===== src/rtl/uart_tx.sv =====
// UART transmitter: start bit, DATA_BITS data LSB-first, optional parity, STOP_BITS stop bits.
// First start-bit clock follows the accepting edge; tx_valid is ignored (never queued) while a frame is in flight.
module uart_tx #(
    parameter int unsigned BAUD_DIV      = 1250,
    parameter int unsigned DATA_BITS     = 8,
    parameter int unsigned ENABLE_PARITY = 0,
    parameter int unsigned PARITY_ODD    = 0,
    parameter int unsigned STOP_BITS     = 1
) (
    input  logic                 clk,
    input  logic                 rst_n,
    input  logic                 tx_valid,
    input  logic [DATA_BITS-1:0] tx_data,
    output logic                 tx_ready,
    output logic                 tx,
    output logic                 busy,
    output logic                 tx_done
);
    localparam int BW = $clog2(BAUD_DIV);
    localparam int CW = $clog2(DATA_BITS) + 1;

    typedef enum logic [2:0] {
        IDLE   = 3'd0,
        START  = 3'd1,
        DATA   = 3'd2,
        PARITY = 3'd3,
        STOP   = 3'd4
    } state_t;

    state_t               state_q, state_d;
    logic [BW-1:0]        baud_q, baud_d;
    logic [CW-1:0]        bit_q, bit_d;
    logic [DATA_BITS-1:0] shift_q, shift_d;
    logic                 par_q, par_d;
    logic                 tx_q, tx_d;
    logic                 rdy_q, rdy_d;
    logic                 busy_q, busy_d;
    logic                 done_q, done_d;
    logic                 baud_wrap;

    assign baud_wrap = (baud_q == BW'(BAUD_DIV - 1));

    always_comb begin
        state_d = state_q;
        baud_d  = baud_q;
        bit_d   = bit_q;
        shift_d = shift_q;
        par_d   = par_q;
        tx_d    = tx_q;
        rdy_d   = rdy_q;
        done_d  = 1'b0;

        if (state_q != IDLE) begin
            baud_d = baud_wrap ? '0 : baud_q + 1'b1;
        end

        case (state_q)
            IDLE: begin
                tx_d  = 1'b1;
                rdy_d = 1'b1;
                if (tx_valid && rdy_q) begin
                    state_d = START;
                    tx_d    = 1'b0;
                    rdy_d   = 1'b0;
                    baud_d  = '0;
                    bit_d   = '0;
                    shift_d = tx_data;
                    // Parity is fixed at capture so later tx_data changes cannot leak in
                    par_d   = (PARITY_ODD != 0) ? ~^tx_data : ^tx_data;
                end
            end
            START: begin
                if (baud_wrap) begin
                    state_d = DATA;
                    tx_d    = shift_q[0];
                    bit_d   = '0;
                end
            end
            DATA: begin
                if (baud_wrap) begin
                    shift_d = shift_q >> 1;
                    if (bit_q == CW'(DATA_BITS - 1)) begin
                        bit_d = '0;
                        if (ENABLE_PARITY != 0) begin
                            state_d = PARITY;
                            tx_d    = par_q;
                        end else begin
                            state_d = STOP;
                            tx_d    = 1'b1;
                        end
                    end else begin
                        bit_d = bit_q + 1'b1;
                        tx_d  = shift_q[1];
                    end
                end
            end
            PARITY: begin
                if (baud_wrap) begin
                    state_d = STOP;
                    tx_d    = 1'b1;
                    bit_d   = '0;
                end
            end
            STOP: begin
                tx_d = 1'b1;
                if (baud_wrap) begin
                    if (bit_q == CW'(STOP_BITS - 1)) begin
                        state_d = IDLE;
                        rdy_d   = 1'b1;
                        done_d  = 1'b1;
                        bit_d   = '0;
                    end else begin
                        bit_d = bit_q + 1'b1;
                    end
                end
            end
            default: begin
                state_d = IDLE;
                tx_d    = 1'b1;
                rdy_d   = 1'b1;
                baud_d  = '0;
                bit_d   = '0;
            end
        endcase

        busy_d = ~rdy_d;
    end

    always_ff @(posedge clk or negedge rst_n) begin
        if (!rst_n) begin
            state_q <= IDLE;
            baud_q  <= '0;
            bit_q   <= '0;
            shift_q <= '0;
            par_q   <= 1'b0;
            tx_q    <= 1'b1;
            rdy_q   <= 1'b1;
            busy_q  <= 1'b0;
            done_q  <= 1'b0;
        end else begin
            state_q <= state_d;
            baud_q  <= baud_d;
            bit_q   <= bit_d;
            shift_q <= shift_d;
            par_q   <= par_d;
            tx_q    <= tx_d;
            rdy_q   <= rdy_d;
            busy_q  <= busy_d;
            done_q  <= done_d;
        end
    end

    assign tx       = tx_q;
    assign tx_ready = rdy_q;
    assign busy     = busy_q;
    assign tx_done  = done_q;

endmodule


===== config.mk =====
export PLATFORM = sky130hd
export DESIGN_NAME = uart_tx
export DESIGN_NICKNAME = d
export VERILOG_FILES = /design/src/rtl/uart_tx.sv
export SDC_FILE = /design/constraint.sdc
export NUM_CORES = 1
export LEC_CHECK = 0
export ABC_CLOCK_PERIOD_IN_PS = 2320
export CAP_MARGIN = 10
export CELL_PAD_IN_SITES_DETAIL_PLACEMENT = 0
export CELL_PAD_IN_SITES_GLOBAL_PLACEMENT = 2
export CORE_UTILIZATION = 39
export CTS_BUF_LIST = sky130_fd_sc_hd__clkbuf_8
export DETAILED_ROUTE_END_ITERATION = 10
export PLACE_DENSITY_LB_ADDON = 0.1
export SETUP_SLACK_MARGIN = 0.4
export SLEW_MARGIN = 10
export SYNTH_ARGS = -nofsm -noshare
export SYNTH_HDL_FRONTEND = slang
export SYNTH_SLANG_ARGS = --single-unit

===== constraint.sdc =====
create_clock -name clk -period 2.32 [get_ports clk]
set_input_delay 0.348 -clock clk [delete_from_list [all_inputs] [get_ports clk]]
set_output_delay 0.348 -clock clk [all_outputs]
set_load 0.01 [all_outputs]

After elaboration in Yosys (flattened, before gate mapping)
Index checks and enable logic that the tools add are counted.
{"block": "word_totals", "out_inout_bits": 4, "elab_cells": 71, "reg_bits": 30, "input_bits": 11}
{"block": "op_classes", "n_bitwise": 1, "n_eq_ne": 14, "reduce_logical": 12, "muxes": 34, "add_sub_neg": 2}
{"op": "two-way mux 11 bit", "count": 3}
{"op": "two-way mux 4 bit", "count": 6}
{"op": "one-hot mux 11 bit (2 select lines)", "count": 1}
{"op": "two-way mux 3 bit", "count": 7}
{"op": "two-way mux 8 bit", "count": 2}
{"op": "one-hot mux 4 bit (4 select lines)", "count": 1}
{"op": "one-hot mux 8 bit (2 select lines)", "count": 1}
{"op": "one-hot mux 3 bit (5 select lines)", "count": 1}
{"op": "!= test 2 bit, second input constant", "count": 7}
{"op": "adder 11 x 1 -> 11 bit, second input constant", "count": 1}
{"op": "equality test 11 bit, second input constant", "count": 1}
{"op": "two-way mux 1 bit", "count": 10}
{"op": "AND reduction 7 bit", "count": 1}
{"op": "equality test 3 x 2 -> 1 bit, second input constant", "count": 2}
{"op": "AND reduction 3 bit", "count": 2}
{"op": "adder 4 x 1 -> 4 bit, second input constant", "count": 1}
{"op": "equality test 4 x 3 -> 1 bit, second input constant", "count": 1}
{"op": "logical NOT 4 bit", "count": 1}
{"op": "one-hot mux 1 bit (4 select lines)", "count": 1}
{"op": "AND reduction 4 bit", "count": 1}
{"op": "OR reduction 4 bit", "count": 1}
{"op": "equality test 3 x 1 -> 1 bit, second input constant", "count": 1}
{"op": "equality test 3 bit, second input constant", "count": 1}
{"op": "logical NOT 3 bit", "count": 1}
{"op": "8 further kinds", "count": 8}

Depth between registers and ports, before layout
{"block": "logic_depth", "ltp_word": 5, "mapped_depth": 7, "mapped_depth_nobuf": 6}

Worst setup path before layout
No wires, ideal clock.
{"block": "synth_timing", "kind": "reg-to-reg", "from": "register baud_q[2]", "to": "register shift_q[0]", "path_slack_ps": 559, "setup_time_ps": 125, "t_arrival_ps": 1636, "synth_period_minus_slack_ps": 1761, "n_path_buf": 1, "required_ps": 2195, "path_stages_with_launch": 6, "path_cell_list": "dfrtp_1 > buf_2 > nor4b_4 > nand3_2 > o21ai_4 > mux2_2"}
{"block": "synth_via", "elab_chain_cells": 3}
{"element": "from (decl)", "line_no": "31", "source": "logic [BW-1:0] baud_q, baud_d;"}
{"element": "from (signal assigned)", "line_no": "142", "source": "baud_q <= baud_d;"}
{"element": "equality test 11 bit", "line_no": "41", "source": "assign baud_wrap = (baud_q == BW'(BAUD_DIV - 1));"}
{"element": "!= test 2 bit (no line)"}
{"element": "AND reduction 3 bit (no line)"}
{"element": "to (signal assigned)", "line_no": "144", "source": "shift_q <= shift_d;"}
{"element": "to (decl)", "line_no": "33", "source": "logic [DATA_BITS-1:0] shift_q, shift_d;"}
No other way between the ends.
A chain may end at the register's enable or synchronous reset.

Worst setup path after layout
{"block": "layout_timing", "from": "register state_q[2]", "to": "register shift_q[6]"}
{"block": "layout_via", "elab_chain_cells": 3, "elab_cells_between_ends": 7, "classes_between": "eq/ne (3); mux (1); reduce/logical (3)"}
{"element": "from (decl)", "line_no": "30", "source": "state_t state_q, state_d;"}
{"element": "from (signal assigned)", "line_no": "141", "source": "state_q <= state_d;"}
{"element": "equality test 3 x 2 -> 1 bit / logical NOT 3 bit (equally long branches)", "line_no": "57", "source": "case (state_q)"}
{"element": "!= test 2 bit (no line) / nonzero test 2 bit (equally long branches)"}
{"element": "AND reduction 3 bit (no line)"}
Several ways; a longest one is shown, not always the timed one.

==> metrics.txt <==
status=complete, no violations; TNS Setup=0 ps; Tcrit/Tclk final=0.798; worst skew pair latency=280 ps; Initial Util=0.418; Slew HR=0.607; clock-pin slew on the worst setup and hold paths=about 70 ps; Die Y=68.2 µm; Flop pwr share=0.551; CP max-delay cell=or4_1; input/output buffers=14; final core occ=0.508; layout cells sized above 1=0.193; H-Tree Depth=2; Detailed Place HPWL=2670 µm; drt first pass iters=4; Syn. warnings=0; hold crit path type=in2async; Reg-to-Reg Start=state_q[2]$_DFFE_PN0P_; setup violators final=0; max frequency=540 MHz; DRC=0; Worst-Margin Slew=581 ps; crit-path leading delay family=simple AND/OR/NAND/NOR gates; Die ar.=roughly 4600 µm²; Final Instance Area=2070 µm²; GRT Total Usage=0.185; WL/cell=15.7 µm; Layout fillers=about 390; most common cell after layout, fill and taps aside=dfrtp_1; Int Power=0.742 mW; R2R depth=4; Arr. time, crit path=2020 ps; hold buffers post-CTS=0; CTS tree=yes; EDFF count, synth=0; non-filler cells, final=242; NetSw=0.209 mW; WP data required=2490 ps; Setup crit start kind=register; Async S/R FF share, synth=1.00; Distinct cells, synth=49; Synth Net Count=181; Post-synth top flop=dfrtp_1; cell chain of the critical path=buf_4 > or4_1 > o21ai_4 > mux2_2; Max-Cap Viols=0; WS Path Type=reg2reg; diodes inserted=0; CTS buffer count=5; Seq/Total Area, Yosys=0.441; Critical R2R Capture=shift_q[6]$_DFFE_PN0P_; Crit path buffers/inverters=1; commonest non-fill, non-tap cells in the layout=25 x dfrtp_1, 14 x inv_1, 14 x nor2_1, 14 x clkdlybuf4s50_1, 12 x buf_4; area grow syn2layout=21.6%; clk_skew=between 8 and 9 ps; Cell Area, Synth=1710 µm²; number of core rows=23; Seq cells post-synth=30; Slew Viols, Final=0; Clk network pwr share=0.414; RSZ-0062 raised after global routing=no; Layout Nets=206; Vias per Instance=5.50; Setup crit end kind=register; die width=68.2 µm; Synth Instances=166; antenna viol nets, final=0; I/O pin cnt=15; Final Hold Vio Count=0; syn_area_per_cell=10.3 µm²; P_leak=0.863 nW; initial antenna violation count=0; Comb power frac=0.036; CTS Buffer Depth=2; Initial DRC Count=95; Worst VDD drop=0.232 mV; # clock sinks=30; worst-path maximum fanout=8; first-pass GRT wire length=6200 µm; vias in the first global route=1287; overall power=0.950 mW; global placement routability congestion=0.775; total congestion overflow=0; CTS root buf=clkbuf_8; Worst R2R Setup Slack=470 ps; minimum clock period=1850 ps; via count of the routed design=1332; core area=4090 µm²; Placed Area=~1900 µm²; switching portion of total power=0.220; Power Density=458 nW/µm²; Cells after DPL=228; worst stage delay on the critical path=570 ps; largest net degree at the start of global routing=31; final wirelength=3810 µm
-- sequential cells by signal (all words and copies together), names as in the netlist --
signal,flops
baud_q,11
shift_q,8
bit_q,4
state_q,3
busy,1
tx,1
tx_done,1
tx_ready,1
-- cell usage after synthesis (2+ instances only) --
master     instances  area (µm²)
a211oi_1           2        15.0
a21oi_1            4        20.0
a31oi_1            3        18.8
and3_1             3        18.8
buf_2              4        20.0
clkbuf_1           3        11.3
dfrtp_1           28         701
dfstp_2            2        52.6
ha_1               4        50.1
inv_1             11        41.3
mux2_1             9         101
mux2_2             5        56.3
mux2i_1            2        20.0
nand2_1            9        33.8
nand3_1            6        30.0
nand4_1            3        18.8
nor2_1            14        52.6
nor3_1             3        15.0
nor3b_1            2        15.0
nor4_1             5        31.3
o21ai_0            3        15.0
o2bb2ai_1          2        17.5
o311ai_1           2        17.5
o31ai_1            2        15.0
o32ai_1            3        26.3
or3b_1             2        17.5
xnor2_1            6        52.6
xor2_1             3        26.3
-- through the flow --
step           setup slack [ps]  hold WS [ps]
2_1_floorplan               559          52.4
3_3_place_gp                272           467
3_5_place_dp                230           473
4_1_cts                     383           482
5_1_grt                     399           502
6_report                    468           463
-- routing by layer --
layer | GRT usage | share of wire
met4 | 0.0781 | 0.015
met1 | 0.252 | 0.49
met3 | 0.0400 | 0.033
met2 | 0.282 | 0.46
met5 | 0 | 0
-- power groups by stage --
| stage | clock [mW] | sequential [mW] | combinational [mW] |
|---|---|---|---|
| after floorplan | 0 | 0.533 | 0.00447 |
| after global placement | 0 | 0.533 | 0.0336 |
| after detailed placement | 0 | 0.533 | 0.0349 |
| after CTS | 0.404 | 0.523 | 0.0354 |
| after global routing | 0.423 | 0.523 | 0.0383 |
| final | 0.393 | 0.523 | 0.0338 |
-- layout make-up --
| class | count | area (µm²) | share of cell area |
|---|---|---|---|
| multi-input combinational | 117 | 903 | 0.435 |
| sequential | 30 | 757 | 0.365 |
| timing repair buffer | 26 | 230 | 0.111 |
| clock buffer | 5 | 68.8 | 0.0332 |
| tap | 50 | 62.6 | 0.0302 |
| inverter | 11 | 41.3 | 0.0199 |
| clock inverter | 3 | 11.3 | 0.00543 |
-- kinds of logic after synthesis --
group                    share of synthesized area
AO/OA/AOI/OAI                                0.144
XOR/XNOR                                    0.0462
adder cells (fa/ha/maj)                     0.0293
buffers and inverters                       0.0469
flip-flops                                   0.441
multiplexers                                 0.104
AND/OR/NAND/NOR                              0.188
-- how the worst max path moves through the flow --
stage                        endpoint                    from  cells after the start  slack, ps
2_1_floorplan  shift_q[0]$_DFFE_PN0P_     baud_q[2]$_DFF_PN0_                      5        560
3_3_place_gp   shift_q[5]$_DFFE_PN0P_                tx_valid                      5        270
3_5_place_dp   shift_q[6]$_DFFE_PN0P_                tx_valid                      5        230
4_1_cts        shift_q[6]$_DFFE_PN0P_     baud_q[1]$_DFF_PN0_                      6        380
5_1_grt        shift_q[6]$_DFFE_PN0P_     baud_q[0]$_DFF_PN0_                      5        400
6_report       shift_q[6]$_DFFE_PN0P_  state_q[2]$_DFFE_PN0P_                      4        470
-- what timing repair did --
action	CTS	global route
resized for setup	3	6
cloned	0	0
setup endpoints to repair	17	17
setup buffers	2	4
pin swaps	1	3
No activity file was read; power rests on OpenSTA's default activity.
